==> src/rtl/vga_pkg.sv <==
// Shared VGA timing constants and helpers for the 640x480@60 sync generator.
package vga_pkg;

  // Counter width; covers line/frame totals up to 1024.
  localparam int CNT_W = 10;

  // Default 640x480@60 horizontal timing, in pixels.
  localparam int H_ACTIVE_DEF = 640;
  localparam int H_FP_DEF     = 16;
  localparam int H_SYNC_DEF   = 96;
  localparam int H_BP_DEF     = 48;

  // Default 640x480@60 vertical timing, in lines.
  localparam int V_ACTIVE_DEF = 480;
  localparam int V_FP_DEF     = 10;
  localparam int V_SYNC_DEF   = 2;
  localparam int V_BP_DEF     = 33;

  // Sync asserted levels; both pulses are active-low in this mode.
  localparam logic HS_POL_DEF = 1'b0;
  localparam logic VS_POL_DEF = 1'b0;

  // Length of one axis: active, front porch, sync, back porch in that order.
  function automatic int axis_total(input int active, input int fp, input int sync, input int bp);
    return active + fp + sync + bp;
  endfunction

  localparam int H_TOTAL_DEF = axis_total(H_ACTIVE_DEF, H_FP_DEF, H_SYNC_DEF, H_BP_DEF);
  localparam int V_TOTAL_DEF = axis_total(V_ACTIVE_DEF, V_FP_DEF, V_SYNC_DEF, V_BP_DEF);

endpackage

==> src/rtl/vga_axis_counter.sv <==
// One timing axis: a wrapping position counter plus sync/active window decode.
module vga_axis_counter
  import vga_pkg::*;
#(
  parameter int TOTAL      = H_TOTAL_DEF,
  parameter int SYNC_START = H_ACTIVE_DEF + H_FP_DEF,
  parameter int SYNC_LEN   = H_SYNC_DEF,
  parameter int ACTIVE_LEN = H_ACTIVE_DEF
) (
  input  logic             clk,
  input  logic             rst,
  input  logic             en,
  output logic [CNT_W-1:0] cnt,
  output logic             wrap,
  output logic             in_sync,
  output logic             in_active
);

  localparam logic [CNT_W-1:0] LAST       = CNT_W'(TOTAL - 1);
  localparam logic [CNT_W-1:0] SYNC_FIRST = CNT_W'(SYNC_START);
  localparam logic [CNT_W-1:0] SYNC_STOP  = CNT_W'(SYNC_START + SYNC_LEN);
  localparam logic [CNT_W-1:0] ACT_STOP   = CNT_W'(ACTIVE_LEN);

  // Advance on each enable, folding back to zero after the last position.
  always_ff @(posedge clk) begin
    if (rst) begin
      cnt <= '0;
    end else if (en) begin
      if (cnt == LAST) begin
        cnt <= '0;
      end else begin
        cnt <= cnt + CNT_W'(1);
      end
    end
  end

  // Window decode straight off the register so outputs track the count with no lag.
  assign wrap      = en && (cnt == LAST);
  assign in_sync   = (cnt >= SYNC_FIRST) && (cnt < SYNC_STOP);
  assign in_active = (cnt < ACT_STOP);

endmodule

==> src/rtl/vga_sync_gen.sv <==
// VGA timing generator: turns the pixel strobe into syncs, coordinates and line/frame events.
module vga_sync_gen
  import vga_pkg::*;
#(
  parameter int   H_ACTIVE = H_ACTIVE_DEF,
  parameter int   H_FP     = H_FP_DEF,
  parameter int   H_SYNC   = H_SYNC_DEF,
  parameter int   H_BP     = H_BP_DEF,
  parameter int   V_ACTIVE = V_ACTIVE_DEF,
  parameter int   V_FP     = V_FP_DEF,
  parameter int   V_SYNC   = V_SYNC_DEF,
  parameter int   V_BP     = V_BP_DEF,
  parameter logic HS_POL   = HS_POL_DEF,
  parameter logic VS_POL   = VS_POL_DEF
) (
  input  logic             clk,
  input  logic             rst,
  input  logic             pix_stb,
  output logic             hsync,
  output logic             vsync,
  output logic             active,
  output logic [CNT_W-1:0] x,
  output logic [CNT_W-1:0] y,
  output logic             line_end,
  output logic             frame_end
);

  localparam int H_TOTAL = axis_total(H_ACTIVE, H_FP, H_SYNC, H_BP);
  localparam int V_TOTAL = axis_total(V_ACTIVE, V_FP, V_SYNC, V_BP);

  localparam logic [CNT_W-1:0] V_LAST_ACTIVE = CNT_W'(V_ACTIVE - 1);

  logic [CNT_W-1:0] h_cnt;
  logic [CNT_W-1:0] v_cnt;
  logic             h_wrap;
  logic             h_in_sync;
  logic             h_in_active;
  logic             v_in_sync;
  logic             v_in_active;

  // Horizontal axis steps once per pixel strobe.
  vga_axis_counter #(
    .TOTAL      (H_TOTAL),
    .SYNC_START (H_ACTIVE + H_FP),
    .SYNC_LEN   (H_SYNC),
    .ACTIVE_LEN (H_ACTIVE)
  ) u_h_axis (
    .clk       (clk),
    .rst       (rst),
    .en        (pix_stb),
    .cnt       (h_cnt),
    .wrap      (h_wrap),
    .in_sync   (h_in_sync),
    .in_active (h_in_active)
  );

  // Vertical axis steps once per line, on the strobe that ends it.
  vga_axis_counter #(
    .TOTAL      (V_TOTAL),
    .SYNC_START (V_ACTIVE + V_FP),
    .SYNC_LEN   (V_SYNC),
    .ACTIVE_LEN (V_ACTIVE)
  ) u_v_axis (
    .clk       (clk),
    .rst       (rst),
    .en        (pix_stb && h_wrap),
    .cnt       (v_cnt),
    .wrap      (),
    .in_sync   (v_in_sync),
    .in_active (v_in_active)
  );

  // Polarity muxing and coordinates.
  assign hsync  = h_in_sync ? HS_POL : ~HS_POL;
  assign vsync  = v_in_sync ? VS_POL : ~VS_POL;
  assign active = h_in_active && v_in_active;
  assign x      = h_cnt;
  assign y      = v_cnt;

  // Event pulses are strobe-qualified so each lasts exactly one clk.
  assign line_end  = pix_stb && h_wrap;
  assign frame_end = line_end && (v_cnt == V_LAST_ACTIVE);

endmodule

==> config.mk <==
export PLATFORM = sky130hd
export DESIGN_NAME = vga_sync_gen
export DESIGN_NICKNAME = d
export VERILOG_FILES = /design/src/rtl/vga_pkg.sv /design/src/rtl/vga_axis_counter.sv /design/src/rtl/vga_sync_gen.sv
export SDC_FILE = /design/constraint.sdc
export NUM_CORES = 1
export LEC_CHECK = 0
export CAP_MARGIN = 15
export CORE_MARGIN = 8
export CORE_UTILIZATION = 52
export CTS_CLUSTER_SIZE = 14
export DETAILED_ROUTE_END_ITERATION = 7
export MAX_ROUTING_LAYER = met4
export PLACE_DENSITY = 0.83
export SLEW_MARGIN = 0
export SYNTH_ARGS = -nofsm -noshare
export SYNTH_HDL_FRONTEND = slang
export SYNTH_HIERARCHICAL = 1
export SYNTH_SLANG_ARGS = --single-unit
==> constraint.sdc <==
create_clock -name clk -period 5.91 [get_ports clk]
set_clock_uncertainty 0.1 [all_clocks]
set_input_delay 1.182 -clock clk [delete_from_list [all_inputs] [get_ports clk]]
set_output_delay 1.182 -clock clk [all_outputs]
set_load 0.02 [all_outputs]
* Yosys cells after proc, flatten, opt, wreduce, memory -nomap -nowiden *
Index checks and enable logic that the tools add are counted.

operators by class
  add/subtract/negate cells = 2
  $lt $le $gt $ge = 6
  equality and inequality tests = 3
  multiplexer cells = 4
  reduce and logical (&&, ||, !) cells = 6

operators by type and width
  cell                     count
  $add A10 B1 Y10 const B  2
  $eq A10 B10 Y1 const B   2
  $lt A10 B10 Y1 const B   2
  $lt A10 B9 Y1 const B    2
  $mux W10                 2
  $eq A10 B9 Y1 const B    1
  $ge A10 B10 Y1 const B   1
  $ge A10 B9 Y1 const B    1
  $logic_and A1 B1 Y1      6
  $mux W1                  2

storage, ports and cells
  bits in registers = 20
  bits of input ports = 3
  output and inout bits = 25
  logic and storage cells = 23

* Logic depth before layout (Yosys ltp) *
  depth after elaboration = 4
  mapped depth = 10
  gate-level depth less buffers = 7

* Hierarchy *
Netlist, hierarchy kept.

modules (own cells, without submodules)
  module                       times used  cells each  area each (um^2)  seq. area each (um^2)
  vga_axis_counter (u_h_axis)  1           64          554.3             200.2
  vga_axis_counter (u_v_axis)  1           61          540.5             200.2
  vga_sync_gen                 1           8           53.8              0.0

* Least setup slack after synthesis *
Ideal clock, no wire load.

  kind = input to output
  from = input port pix_stb
  to = output port frame_end
  arrival = 2.119 ns
  path slack = 2.509 ns
  stages on the path = 5
  cell sequence = buf_4 -> nand4_4 -> nor3_1 -> nand4_1 -> nor3_2

between the ends
  longest elaborated chain between the ends = 3

ends and longest elaborated chain
  element              RTL line                RTL
  start, declared      vga_sync_gen.sv:18      input logic pix_stb,
  $logic_and A1 B1 Y1  vga_axis_counter.sv:38  assign wrap = en && (cnt == LAST);
  named net h_wrap     vga_sync_gen.sv:35      logic h_wrap;
  $logic_and A1 B1 Y1  vga_sync_gen.sv:81      assign line_end = pix_stb && h_wrap;
  $logic_and A1 B1 Y1  vga_sync_gen.sv:82      assign frame_end = line_end && (v_cnt == V_LAST_ACTIVE);
  end, declared        vga_sync_gen.sv:25      output logic frame_end

The timed path passes the listed nets, and every way through them passes these cells.

* Final worst setup path *
  from = input port pix_stb
  to = output port line_end

between the ends
  longest elaborated chain between the ends = 2

ends and longest elaborated chain
  element              RTL line                RTL
  $logic_and A1 B1 Y1  vga_axis_counter.sv:38
  named net h_wrap     vga_sync_gen.sv:35
  $logic_and A1 B1 Y1  vga_sync_gen.sv:81
  end, declared        vga_sync_gen.sv:24      output logic line_end,

The timed path passes the listed nets, and every way through them passes these cells.

==> out/results.tsv <==
stage	metric	value	unit
place	gpl.final_weighted_congestion	0.893	
critical_path	worst_path_most_repeated_cell	sky130_fd_sc_hd__clkdlybuf4s50_1	
pwr	power.static_leakage	0.481	nW
critical_path	crit_required	4.63	ns
pwr	p_comb_frac	0.077	
detailed_routing	met2RoutedLength	1300	um
critical_path	crit_path_start_kind	input pin	
place	place_hpwl	1980	um
sta	setup_slack	1.24	ns
detailed_routing	route.detailed.wl_per_inst	14.9	um
grt	grt_pass1_wl	4840	um
place	place.port_buffers	27	
cts	post-cts-setup-buffers	0	
sta	maxSlewHeadroom	0.738	
detailed_routing	drt-initial-drc-count	45	
pwr	net_switching_component_of_the_power	0.0568	mW
flow_run	drv.max_cap_violation_count	0	
detailed_routing	route.detailed.vias_per_inst	5.85	
critical_path	crit_slowest_cell	sky130_fd_sc_hd__clkdlybuf4s50_1	
grt	first_global_vias	1077	
critical_path	worst_setup_path_end_kind	output port	
pwr	int_power	0.183	mW
cts	post_cts_resized	0	
sta	finalSetupViolCount	0	
critical_path	worstPathArrival	3.39	ns
critical_path	cp_slowest_stage_delay	0.70	ns
sta	fmax	214	MHz
cts	tritoncts.num_buffers	3	
detailed_routing	drt-total-wl	2770	um
synth	synth.net_count	140	
pwr	power.switching_fraction	0.237	
synth	post_synth_instance_area	0.00114	mm2
sta	final_min_period_over_clock_period	0.790	
sta	finalCriticalPeriod	4.67	ns
cts	cts.clk_slew.worst_paths	0.11	ns
status	status	finished clean	
floorplan	dieWidth	62.8	um
cts	htreeDepth	1	
grt	antenna_violations_before_repair	0	
pwr	peak_supply_drop	151	uV
floorplan	fp-row-count	17	
detailed_routing	routed-via-count	1089	
worst_hold_path	worst_hold_path_type	register to register	
cells_and_area	layout-drive-gt1-share	0.0886	
critical_path	path_max_fanout	9	
sta	final_hold_viol_count	0	
floorplan	floorplan.initialDensity	0.531	
critical_path	category_of_the_most_critical_setup_path	input pin to output port	
detailed_routing	ant_nets	0	
cts	clkSinkCount	20	
critical_path	critical_path.n_buffers_inverters	2	
synth	synthesis.area_per_instance	8.64	um2
cts	ctsRootBufferMaster	sky130_fd_sc_hd__clkbuf_4	
cts	insertion_delay	0.31	ns
detailed_routing	route.detailed.drc	0	
pwr	p_seq_frac	0.586	
floorplan	die_h	62.8	um
cts	cts_hold_repair.buffers	0	
pwr	cellPowerDensity	165	mW/mm2
grt	globalRouteOverflowTotal	0	
place	dp_worst_setup_slack	1.23	ns
cells_and_area	insertedDiodeCount	0	
grt	grt_start_max_net_pins	12	
sta	totalNegativeSetupSlack	0	ns
cts	buffer_levels_on_the_longest_clock_path	2	
floorplan	core_region_area	0.00215	mm2
detailed_routing	detailed_router_iteration_count_before_antenna_repair	6	
cells_and_area	finalNetCount	167	
critical_path	worst_path_dominant_cell_family	buffers and inverters	
sta	rsz_0062_raised_after_global_routing	false	
pwr	clockPowerShare	0.338	
detailed_routing	wl_met3	180	um
cells_and_area	postLayoutCoreUtil	0.677	
detailed_routing	route.top_layer_used	met4	
cells_and_area	stdcell_area	0.00146	mm2
detailed_routing	route.layer.met1.wl	1230	um
grt	groute.usage.overall	0.149	
synth	synthesis.instances	132	
cells_and_area	layout-area-overhead-vs-synth	27.7	%
floorplan	num_io_pins	28	
cts	cts_tree	built	
floorplan	dieArea	0.00395	mm2
sta	tightestPinTransition	0.392	ns
sta	final.hold.worst_slack	0.464	ns
critical_path	timing.critical_path.cells	clkdlybuf4s50_1 -> nand4_4 -> nor3_1 -> and2_1 -> clkdlybuf4s50_1	
place	placed_area	0.00142	mm2
sta	final-max-slew-violation-count	0	
synth	ys_warn_count	6	
[through the flow]
stage / total power [mW] / instances
3_5_place_dp: 0.162 / 182
3_3_place_gp: 0.161 / 182
4_1_cts: 0.242 / 186
2_1_floorplan: 0.154 / 132
5_1_grt: 0.250 / 186
6_report: 0.240 / 186
[power groups by stage]
stage | Sequential [mW] | Combinational (mW) | Clock [mW]
global route | 0.141 | 0.0202 | 0.0886
finish | 0.140 | 0.0183 | 0.0809
detailed placement | 0.143 | 0.0184 | 0
global placement | 0.143 | 0.0179 | 0
floorplan | 0.145 | 0.00865 | 0
CTS | 0.140 | 0.0184 | 0.0832
[routing by layer]
metal	GRT usage	up-vias
met3	0.0376	7
li1	-	530
met4	0.0769	0
met1	0.165	519
met5	-	-
met2	0.241	33
[layout make-up]
cell class	instances	area (um2)
multi-input combinational	99	683
tap	28	35.0
timing repair buffer	27	270
sequential	20	400
clock buffer	4	36.3
fill	179	693
inverter	8	30.0
[tightest hold or removal path: stages (launching register included)]
cell and delay [ns]:
sky130_fd_sc_hd__dfxtp_1 0.38, sky130_fd_sc_hd__o31ai_1 0.10, sky130_fd_sc_hd__a21oi_2 0.05
[path summary, 6_finish.rpt]
kind                    from         endpoint  slack (ns)  depth (start not counted)
max                  pix_stb         line_end        1.24                          5
max reg2reg  u_h_axis/cnt[5]  u_v_axis/cnt[7]        3.41                          7
min          u_v_axis/cnt[9]  u_v_axis/cnt[9]        0.46                          2
min reg2reg  u_v_axis/cnt[9]  u_v_axis/cnt[9]        0.46                          2
[state kept, by name, summed over array words and instances (netlist names)]
register / cells
u_h_axis/cnt: 10
u_v_axis/cnt: 10
[cell usage in the layout (no fill, tap or decap)]
master                             n
sky130_fd_sc_hd__clkdlybuf4s50_1  27
sky130_fd_sc_hd__dfxtp_1          20
sky130_fd_sc_hd__nor2_1           14
sky130_fd_sc_hd__nand2_1           9
sky130_fd_sc_hd__inv_1             8
sky130_fd_sc_hd__a21oi_1           7
sky130_fd_sc_hd__nand4_1           6
sky130_fd_sc_hd__o21ai_0           5
sky130_fd_sc_hd__xor2_1            5
sky130_fd_sc_hd__or4_1             5
sky130_fd_sc_hd__o31ai_1           5
sky130_fd_sc_hd__ha_1              5
sky130_fd_sc_hd__nand3_1           4
sky130_fd_sc_hd__clkbuf_4          3
sky130_fd_sc_hd__or3_1             3
sky130_fd_sc_hd__xnor2_1           3
sky130_fd_sc_hd__and2_1            2
sky130_fd_sc_hd__nand4b_1          2
sky130_fd_sc_hd__nor3_1            2
sky130_fd_sc_hd__a31oi_1           2
sky130_fd_sc_hd__nor4b_1           2
sky130_fd_sc_hd__a41o_1            2
sky130_fd_sc_hd__mux2i_1           2
sky130_fd_sc_hd__nor2b_1           2
sky130_fd_sc_hd__nand4_2           2
sky130_fd_sc_hd__nor3_2            1
sky130_fd_sc_hd__clkbuf_8          1
sky130_fd_sc_hd__nand4_4           1
sky130_fd_sc_hd__and4_2            1
sky130_fd_sc_hd__or4b_2            1
sky130_fd_sc_hd__mux2_2            1
sky130_fd_sc_hd__or3_2             1
sky130_fd_sc_hd__o2111ai_1         1
sky130_fd_sc_hd__and3_1            1
sky130_fd_sc_hd__or4_4             1
sky130_fd_sc_hd__a21oi_2           1
Note: power is estimated with default switching activity, not from simulation.
